File: src/rtl/uart_rx_byte_fifo.sv
// Receive byte FIFO behind the UART: tags each byte with its framing error, FWFT pop side.
// Optional idle-timeout interrupt built only when UART_RX_TIMEOUT_EN is defined.
module uart_rx_byte_fifo #(
   parameter int DATA_WIDTH        = 8,
   parameter int DEPTH             = 16,
   parameter int ALMOST_FULL_LEVEL = 12,
   parameter int TIMEOUT_CYCLES    = 5556
) (
   input  logic                          clk_16mhz,
   input  logic                          rstn,
   input  logic [DATA_WIDTH-1:0]         rx_data_in,
   input  logic                          rx_done_pulse,
   input  logic                          rx_error,
   input  logic                          rd_en,
   input  logic                          flush,
   input  logic                          clr_overflow,
   output logic [DATA_WIDTH-1:0]         rd_data,
   output logic                          rd_data_err,
   output logic                          rd_valid,
   output logic [$clog2(DEPTH):0]        count,
   output logic                          almost_full,
   output logic                          overflow,
   output logic                          timeout_irq
);

   localparam int PTR_W = $clog2(DEPTH);
   localparam int CNT_W = PTR_W + 1;

   if (DEPTH < 2 || (DEPTH & (DEPTH - 1)) != 0 || ALMOST_FULL_LEVEL > DEPTH ||
       TIMEOUT_CYCLES < 1) begin : g_param_chk
      $error("uart_rx_byte_fifo: illegal parameter combination");
   end

   logic [DATA_WIDTH:0] mem [DEPTH];
   logic [PTR_W-1:0]    wr_ptr;
   logic [PTR_W-1:0]    rd_ptr;
   logic [CNT_W-1:0]    cnt_q;
   logic                overflow_q;
   logic                do_push;
   logic                do_pop;
   logic                drop;
   logic [DATA_WIDTH:0] head;

   // A pop in the same cycle frees the slot, so a push at full is still accepted.
   assign do_pop  = rd_en & (cnt_q != '0);
   assign do_push = rx_done_pulse & ((cnt_q != CNT_W'(DEPTH)) | do_pop);
   assign drop    = rx_done_pulse & ~do_push;

   always_ff @(posedge clk_16mhz) begin
      if (!rstn) begin
         wr_ptr <= '0;
         rd_ptr <= '0;
         cnt_q  <= '0;
      end else if (flush) begin
         wr_ptr <= '0;
         rd_ptr <= '0;
         cnt_q  <= '0;
      end else begin
         if (do_push) wr_ptr <= wr_ptr + PTR_W'(1);
         if (do_pop)  rd_ptr <= rd_ptr + PTR_W'(1);
         if (do_push && !do_pop)      cnt_q <= cnt_q + CNT_W'(1);
         else if (do_pop && !do_push) cnt_q <= cnt_q - CNT_W'(1);
      end
   end

   always_ff @(posedge clk_16mhz) begin
      if (do_push && !flush) mem[wr_ptr] <= {rx_error, rx_data_in};
   end

   // A drop beats a same-cycle clear; a drop discarded by flush does not count.
   always_ff @(posedge clk_16mhz) begin
      if (!rstn)                overflow_q <= 1'b0;
      else if (drop && !flush)  overflow_q <= 1'b1;
      else if (clr_overflow)    overflow_q <= 1'b0;
   end

   assign head        = mem[rd_ptr];
   assign rd_valid    = (cnt_q != '0);
   assign rd_data     = rd_valid ? head[DATA_WIDTH-1:0] : '0;
   assign rd_data_err = rd_valid & head[DATA_WIDTH];
   assign count       = cnt_q;
   assign almost_full = (cnt_q >= CNT_W'(ALMOST_FULL_LEVEL));
   assign overflow    = overflow_q;

`ifdef UART_RX_TIMEOUT_EN
   localparam int TO_W = $clog2(TIMEOUT_CYCLES + 1);

   logic [TO_W-1:0] idle_cnt;
   logic [TO_W-1:0] idle_cnt_nxt;
   logic            irq_q;

   always_comb begin
      idle_cnt_nxt = idle_cnt;
      if (flush || do_push || do_pop || cnt_q == '0)
         idle_cnt_nxt = '0;
      else if (idle_cnt != TO_W'(TIMEOUT_CYCLES))
         idle_cnt_nxt = idle_cnt + TO_W'(1);
   end

   always_ff @(posedge clk_16mhz) begin
      if (!rstn) begin
         idle_cnt <= '0;
         irq_q    <= 1'b0;
      end else begin
         idle_cnt <= idle_cnt_nxt;
         irq_q    <= (idle_cnt_nxt == TO_W'(TIMEOUT_CYCLES));
      end
   end

   assign timeout_irq = irq_q;
`else
   assign timeout_irq = 1'b0;
`endif

endmodule

File: config.mk
export PLATFORM = sky130hd
export DESIGN_NAME = uart_rx_byte_fifo
export DESIGN_NICKNAME = d
export VERILOG_FILES = /design/src/rtl/uart_rx_byte_fifo.sv
export SDC_FILE = /design/constraint.sdc
export NUM_CORES = 1
export LEC_CHECK = 0
export ABC_AREA = 1
export BUFFER_PORTS_ARGS = -buffer_cell sky130_fd_sc_hd__buf_2
export CORE_MARGIN = 2
export CORE_UTILIZATION = 50
export CTS_BUF_LIST = sky130_fd_sc_hd__clkbuf_4
export CTS_CLUSTER_DIAMETER = 40
export DETAILED_ROUTE_END_ITERATION = 16
export GPL_TIMING_DRIVEN = 0
export MAX_ROUTING_LAYER = met4
export PLACE_DENSITY = 0.78
export SYNTH_ARGS = -nofsm -noshare
export SYNTH_HDL_FRONTEND = slang
export SYNTH_SLANG_ARGS = --single-unit
File: constraint.sdc
create_clock -name clk_16mhz -period 2.5 [get_ports clk_16mhz]
set_input_delay 0.625 -clock clk_16mhz [delete_from_list [all_inputs] [get_ports clk_16mhz]]
set_output_delay 0.625 -clock clk_16mhz [all_outputs]
set_load 0.01 [all_outputs]
# [After elaboration in Yosys (flattened, before gate mapping)]
# Memories as Yosys holds them, arrays and structs flattened. A register that Yosys moved wholly into a read port is not among the register bits.
# Index checks and enable logic that the tools add are counted.
[word_totals] reg_bits=14 output_inout_bits=18 mem_count=1 ram_bits=144 inputBits=15 word_cells=38 mem_bits_ro=0 latch_bits=0
[memory_table] name="mem" words=16 word_bits=9 rd=1 rd_clocked_by_memory_dff=1 write_ports=1 line_no="34" text="logic [DATA_WIDTH:0] mem [DEPTH];"
[op_classes] eq_ne=1 n_reduce_logical=11 n_mul=0 n_bitwise=7 shifts=0 order_cmp=1 muxes=9 n_div=0 addsub=4
[ops] operator="$mux 5" n=2
[ops] operator="$add 4x1->4 const B" n=2
[ops] operator="$mux 4" n=2
[ops] operator="$mux 8" n=1
[ops] operator="$add 5x1->5 const B" n=1
[ops] operator="$ge 5x4->1 const B" n=1
[ops] operator="$ne 5x5->1 const B" n=1
[ops] operator="$reduce_bool 5->1" n=1
[ops] operator="$sub 5x1->5 const B" n=1
[ops] operator="$and 1x1->1" n=4
[ops] operator="$logic_and 1x1->1" n=4
[ops] operator="$mux 1" n=4
[ops] operator="$reduce_bool 2->1" n=2
[ops] operator="$logic_not 1->1" n=3
[ops] operator="$not 1->1" n=2
[ops] operator="$reduce_or 2->1" n=1
[ops] operator="$or 1x1->1" n=1

# [Depth between registers and ports, before layout]
# Gate-level depths: netlist of run 1.
[depth] ltp_word=8 ltp_mapped=15 ltp_nobuf=15

# [Worst setup path before layout of run 1]
# No wires, ideal clock.
[synth_timing] kind="input port to flip-flop" start="in rd_en" end="reg cnt_q[3], in the netlist count[3]" required_ns=2.387 path_stages=13 path_slack_ns=0.364 setup_time_ns=0.113 arrival_time_ns=2.023 path_buffers=0 cell_sequence="nor2_1 -> nand3_1 -> nand2_2 -> inv_1 -> ha_1 -> inv_1 -> ha_1 -> a21oi_1 -> nand2_1 -> nand2_1 -> nand2_1 -> o21ai_1 -> inv_1"
[synth_between] elab_chain_cells=6 word_cells_on_any_way=9 classes_between="mux: 1; bitwise: 3; reduce/logical: 5"
[synth_lines] element="start, declared" line_no="14" text="input logic rd_en,"
[synth_lines] element="$and 1x1->1 (*)" line_no="45" text="assign do_pop = rd_en & (cnt_q != '0);"
[synth_lines] element="$or 1x1->1" line_no="46" text="assign do_push = rx_done_pulse & ((cnt_q != CNT_W'(DEPTH)) | do_pop);"
[synth_lines] element="$and 1x1->1" line_no="46"
[synth_lines] element="$logic_not 1->1" line_no="62" text="else if (do_pop && !do_push) cnt_q <= cnt_q - CNT_W'(1);"
[synth_lines] element="$logic_and 1x1->1" line_no="62"
[synth_lines] element="$reduce_bool 2->1 (no line)"
[synth_lines] element="end signal, assigned" line_no="61" text="if (do_push && !do_pop) cnt_q <= cnt_q + CNT_W'(1);"
[synth_lines] element="end signal, assigned" line_no="62"
[synth_lines] element="end, declared" line_no="37" text="logic [CNT_W-1:0] cnt_q;"
# Mark *: on every way between the ends. The rest lies on a longest branch, timed or not.
# A chain may end at the register's enable or synchronous reset.

==> impl_metrics.ini, run 1 <==
[timing]
hold_violations = 0
fin_skew_ps = 18.6
setup_viol = 9
setup_slack_ps = -195
timing.final.crit_share_pct = 108
worst_slew_pin_slew_ps = 753
period_minus_slack_ps = 2690
rsz0062_at_grt = true
clock.fmax_mhz = 371
relSlewSlack_pct = 49.6
slew_viol_final = 0

[cts]
cts_buffers = 17
path_clk_slew_ps = 130
clock-sinks = 162
insertion_delay_ps = 560
cts_tree = done
max-clock-path-buffers = 2
cts_root_buf = clkbuf_4
htree_levels = 4
holdBufCountCts = 0

[pwr]
p_comb_share_pct = 15.3
peakVddDrop_v = 0.000415
seqPwrFrac_pct = 52.8
p_sw_mw = 1.49
power_mw = 5.69
pwr-share-clk_pct = 31.9
power_density_mw_per_mm2 = 698
power_leakage_nw = 3.06
p_int_mw = 4.20
switching_share_pct = 26.2

[global_routing]
grt_pass1_vias = 4590
grt_usage_pct = 24.6
antenna_found_initial = 0
grt_pass1_wl_mm = 25.3
grt_max_degree = 17
gr-total-overflow = 0

[die]
dieHeight_um = 121
initial_core_util_pct = 51.3
fp.dieW_um = 121
rows = 42
die-area_mm2 = 0.0146
core_area_mm2 = 0.0133
pin_count = 33

[yosys]
synthFlopType = edfxtp_1
yosysSeqAreaShare_pct = 68.7
synth-seq-cells = 162
synthCells = 615
synth_edf_count = 144
ys_types = 24
synth_nets = 640
syn_area_mm2 = 0.00682
ys_async_sr_fraction_pct = 0
avgSynthCellArea_um2 = 11.1
yosys_warnings = 0

[final_layout]
diodes = 0
syn2layout_area_growth_pct = 19.6
final_cell_mix = nand2_1 (192), edfxtp_1 (144), nand3_1 (79)
final_layout_size_suffix_gt1_share_pct = 27.3
final_cell_count_no_fill = 864
final_area_mm2 = 0.00815
layout_commonest_cell = nand2_1
fin_nets = 700

[detailed_routing]
antenna_left = 0
drc_errors = 0
firstDrtPassIters = 5
routed_wl_mm = 17.1
route.detailed.wl_per_inst_um = 19.8
first_iter_violations = 747
viasPerCell = 5.68
vias = 4909

[place]
port-buffer-count = 31
gp_congestion = 0.914
pre_cts_ws_ps = -99.6
dpl_cell_area_mm2 = 0.00719
dp_hpwl_mm = 10.9
dp.cells = 822

[critical_path]
crit_required_ps = 1880
crit_buf_inv = 4
critical_path_class = register to output pin
cp_common_cell = nand2_2
path_cells = buf_12 > clkinv_16 > buf_12 > nand2_2 > nand3_2 > nand3_4 > nand2_2 > nand2_2 > a21oi_2 > buf_2
critPathLaunchType = register
cp.arrival_ps = 2070
cp_top_family = buffers and inverters
cp-end-kind = output pin
cpPeakStageDelay_ps = 410
worstPathMaxFanout = 7
cpMaxStageDelayCell = dfxtp_4

[run_status]
violations = setup timing
status = finished, violations left

[min_path]
min_path_type = input port to register

[flow_run]
drv_cap = 0
## cell type report
type,count,area [µm²]
multi-input combinational,400,2130
fill,1023,5140
buffer,27,310
clock buffer,18,135
inverter,26,130
tap,176,220
timing repair buffer,40,309
timing repair inverter,1,16.3
clock inverter,14,208
sequential,162,4690
## synth_stat cells (all sizes together), types with 3 or more instances
master,n,area [µm²]
a21oi,23,115
buf,27,213
clkinv,3,11.3
dfxtp,18,360
edfxtp,144,4320
ha,9,113
inv,23,93.8
nand2,211,797
nand3,115,576
nor2,26,100
o21ai,9,45.0
xor2,3,26.3
## through the flow
stage / utilization, % / setup TNS (ps) / hold slack [ps]
floorplan: - / 0 / 447
global placement: 54.1 / -736 / 459
detailed placement: 54.1 / -3370 / 475
CTS: 58.3 / -1380 / 213
global route: 61.3 / -2400 / 219
finish: 61.3 / -1400 / 252
## final timing paths
check | start | end | slack, ps | depth (start not counted)
setup / recovery | register | rd_data[1] | -190 | 10
hold / removal | clr_overflow | overflow | 250 | 2
setup reg to reg | count[0] | mem[12][6] | 250 | 6
hold reg to reg | overflow | overflow | 500 | 2
## repair_timing
action | 4_1_cts | 5_1_grt
endpoints found under the setup margin | 9 | 130
pin swaps | 9 | 19
buffers inserted | 3 | 1
cloned | 2 | 4
gates resized for setup | 47 | 77
## flip-flops by register name (all words and copies together) (netlist names), named ones only
signal,flops
mem,144
count,5
rd_ptr,4
wr_ptr,4
overflow,1
## cells by family after synthesis
group | share of synthesized area, %
buf+inv | 4.66
compound gates | 2.48
other cells | 0.0550
fa+ha+maj | 1.95
simple gates | 21.6
xor+xnor | 0.514
flops | 68.7
## power by group through the flow
| stage | clock, mW | combinational [mW] | sequential, mW |
|---|---|---|---|
| floorplan | 0 | 0.439 | 3.06 |
| global placement | 0 | 0.669 | 3.05 |
| detailed placement | 0 | 0.697 | 3.06 |
| CTS | 1.83 | 0.761 | 3.00 |
| global route | 1.94 | 0.944 | 3.00 |
| finish | 1.81 | 0.871 | 3.00 |
## layer usage
metal  up-vias  wire length, µm  global-route usage (%)
li1       2242                -                       -
met1      2340             6760                    31.3
met2       283             8430                    40.0
met3        44             1420                    5.05
met4         0              524                    7.92
met5         -                0                       -
(Power assumes the default switching activity.)
==> run 2, diff against run 1 <==
--- a/config.mk
+++ b/config.mk
@@ -8,13 +8,13 @@
 export ABC_AREA = 1
 export BUFFER_PORTS_ARGS = -buffer_cell sky130_fd_sc_hd__buf_2
 export CORE_MARGIN = 2
-export CORE_UTILIZATION = 50
+export CORE_UTILIZATION = 58
 export CTS_BUF_LIST = sky130_fd_sc_hd__clkbuf_4
 export CTS_CLUSTER_DIAMETER = 40
 export DETAILED_ROUTE_END_ITERATION = 16
 export GPL_TIMING_DRIVEN = 0
 export MAX_ROUTING_LAYER = met4
-export PLACE_DENSITY = 0.78
+export PLACE_DENSITY = 0.87
 export SYNTH_ARGS = -nofsm -noshare
 export SYNTH_HDL_FRONTEND = slang
 export SYNTH_SLANG_ARGS = --single-unit
==> run 2 against run 1 <==
Compared with the run above: the run ends with DRC, setup timing left; critical path depth unchanged; clock skew up 6.5 ps; final area down 5.0%; sequential power about the same; routed wire length down 2.5%; hold slack worse by 12 ps; global-route usage up 2.8 points; sequential share of layout area up 3.0 points; die area down 13%; critical path type unchanged.
==> impl_metrics.ini, run 2 (synthesized netlist as in run 1, its figures left out) <==
[final_layout]
final_cell_count_no_fill = 828
final_area_mm2 = 0.00774
fin_nets = 697
final_cell_mix = nand2_1 (206), edfxtp_1 (144), nand3_1 (109)
largest_reg_flops = 144
syn2layout_area_growth_pct = 13.6
largest-register = mem
final_layout_size_suffix_gt1_share_pct = 20.3
diodes = 0
layout_commonest_cell = nand2_1

[run_status]
violations = DRC, setup timing
status = finished, violations left

[place]
gp_congestion = 1.03
dpl_cell_area_mm2 = 0.00715
dp.cells = 789
dp_hpwl_mm = 10.4
pre_cts_ws_ps = -129
port-buffer-count = 31

[critical_path]
cp.arrival_ps = 2100
cp_top_family = buffers and inverters
cpPeakStageDelay_ps = 350
cpMaxStageDelayCell = dfxtp_2
critical_path_class = register to output pin
cp-end-kind = output pin
cp_common_cell = nand2_1
worstPathMaxFanout = 11
crit_required_ps = 1880
critPathLaunchType = register
crit_buf_inv = 4
path_cells = buf_12 > clkinv_8 > clkbuf_16 > nand2_1 > nand3_1 > nand3_1 > nand2_1 > nand2_1 > a21oi_2 > buf_2

[detailed_routing]
wl_met1_mm = 5.98
met3_length_mm = 2.09
routed_wl_mm = 16.7
viasPerCell = 6.10
route.met2.wl_mm = 7.84
top_layer_used = met4
first_iter_violations = 798
drc_errors = 1
route.detailed.wl_per_inst_um = 20.2
vias = 5054
antenna_left = 0
firstDrtPassIters = 13

[die]
dieHeight_um = 112
fp.dieW_um = 112
initial_core_util_pct = 59.4
pin_count = 33
die-area_mm2 = 0.0126
rows = 39
core_area_mm2 = 0.0115

[global_routing]
gr-total-overflow = 0
grt_pass1_wl_mm = 25.1
antenna_found_initial = 0
grt_usage_pct = 27.4
grt_pass1_vias = 4809
grt_max_degree = 17

[cts]
clock-sinks = 162
holdBufCountCts = 0
cts_tree = done
insertion_delay_ps = 570
cts_root_buf = clkbuf_4
cts_buffers = 17
max-clock-path-buffers = 2
path_clk_slew_ps = 140
htree_levels = 4

[timing]
setup_slack_ps = -229
clock.fmax_mhz = 366
hold_violations = 0
rsz0062_at_grt = true
setup_viol = 9
period_minus_slack_ps = 2730
fin_skew_ps = 25.1
relSlewSlack_pct = 40.7
slew_viol_final = 0
timing.final.crit_share_pct = 109
worst_slew_pin_slew_ps = 887

[pwr]
power_mw = 5.40
power_leakage_nw = 2.93
power_density_mw_per_mm2 = 697
peakVddDrop_v = 0.000488

[min_path]
min_path_type = input port to register

[flow_run]
drv_cap = 0
-- run 2: cell types whose count changed in the layout (fill, tap and decap cells not counted), sizes merged --
cell      change
buf           -2
inv           +2
clkinv        -3
bufinv        -3
clkinvlp      +3
-- run 2: worst reg2reg max path, stage by stage (launching register included) --
cell,delay [ps]
dfxtp_1,490
nor2_2,90
nand3_1,130
nand2_2,110
nor2_1,220
nand2_1,220
nor2_1,730
-- run 2: area by class of cell --
| cell class | count | area [µm²] |
|---|---|---|
| multi-input cells | 400 | 1910 |
| well taps | 143 | 179 |
| clock inverters | 13 | 150 |
| repair buffers | 37 | 250 |
| clock buffers | 19 | 143 |
| fillers | 744 | 3720 |
| inverters | 26 | 116 |
| repair inverters | 1 | 8.76 |
| flip-flops and latches | 162 | 4690 |
| plain buffers | 27 | 294 |
-- run 2: per-stage QoR --
| step | TNS (ps) | hold slack (ps) | util (%) |
|---|---|---|---|
| 3_5_place_dp | -2160 | 469 | 62.3 |
| 4_1_cts | -1200 | 243 | 65.7 |
| 3_3_place_gp | 0 | 456 | 62.3 |
| 5_1_grt | -2220 | 228 | 67.5 |
| 6_report | -1670 | 240 | 67.5 |
| 2_1_floorplan | 0 | 447 | - |
-- run 2: power breakdown --
group / switching [mW] / internal (mW) / leakage (nW)
sequential: 0.0265 / 2.97 / 1.44
combinational: 0.535 / 0.289 / 1.34
clock: 0.945 / 0.632 / 0.148
-- run 2: repair_timing --
action                                  4_1_cts  5_1_grt
gates cloned                                  1        4
pin swaps                                     2        1
gates resized for setup                      26       36
endpoints found under the hold margin         0        0
buffers inserted                              0        2
endpoints found under the setup margin        9       84
-- run 2: path summary, 6_finish.rpt --
| kind | from | endpoint | slack [ps] | cells past startpoint |
|---|---|---|---|---|
| setup reg to reg | count[1] | mem[0][6] | 140 | 6 |
| hold / removal | clr_overflow | overflow | 240 | 2 |
| setup / recovery | register | rd_data_err | -230 | 10 |
| hold reg to reg | overflow | overflow | 490 | 2 |
-- run 2: routing by layer --
| metal | track usage, % | vias to the layer above |
|---|---|---|
| li1 | - | 2241 |
| met1 | 34.9 | 2345 |
| met2 | 41.9 | 371 |
| met3 | 8.37 | 97 |
| met4 | 10.4 | 0 |
| met5 | - | - |
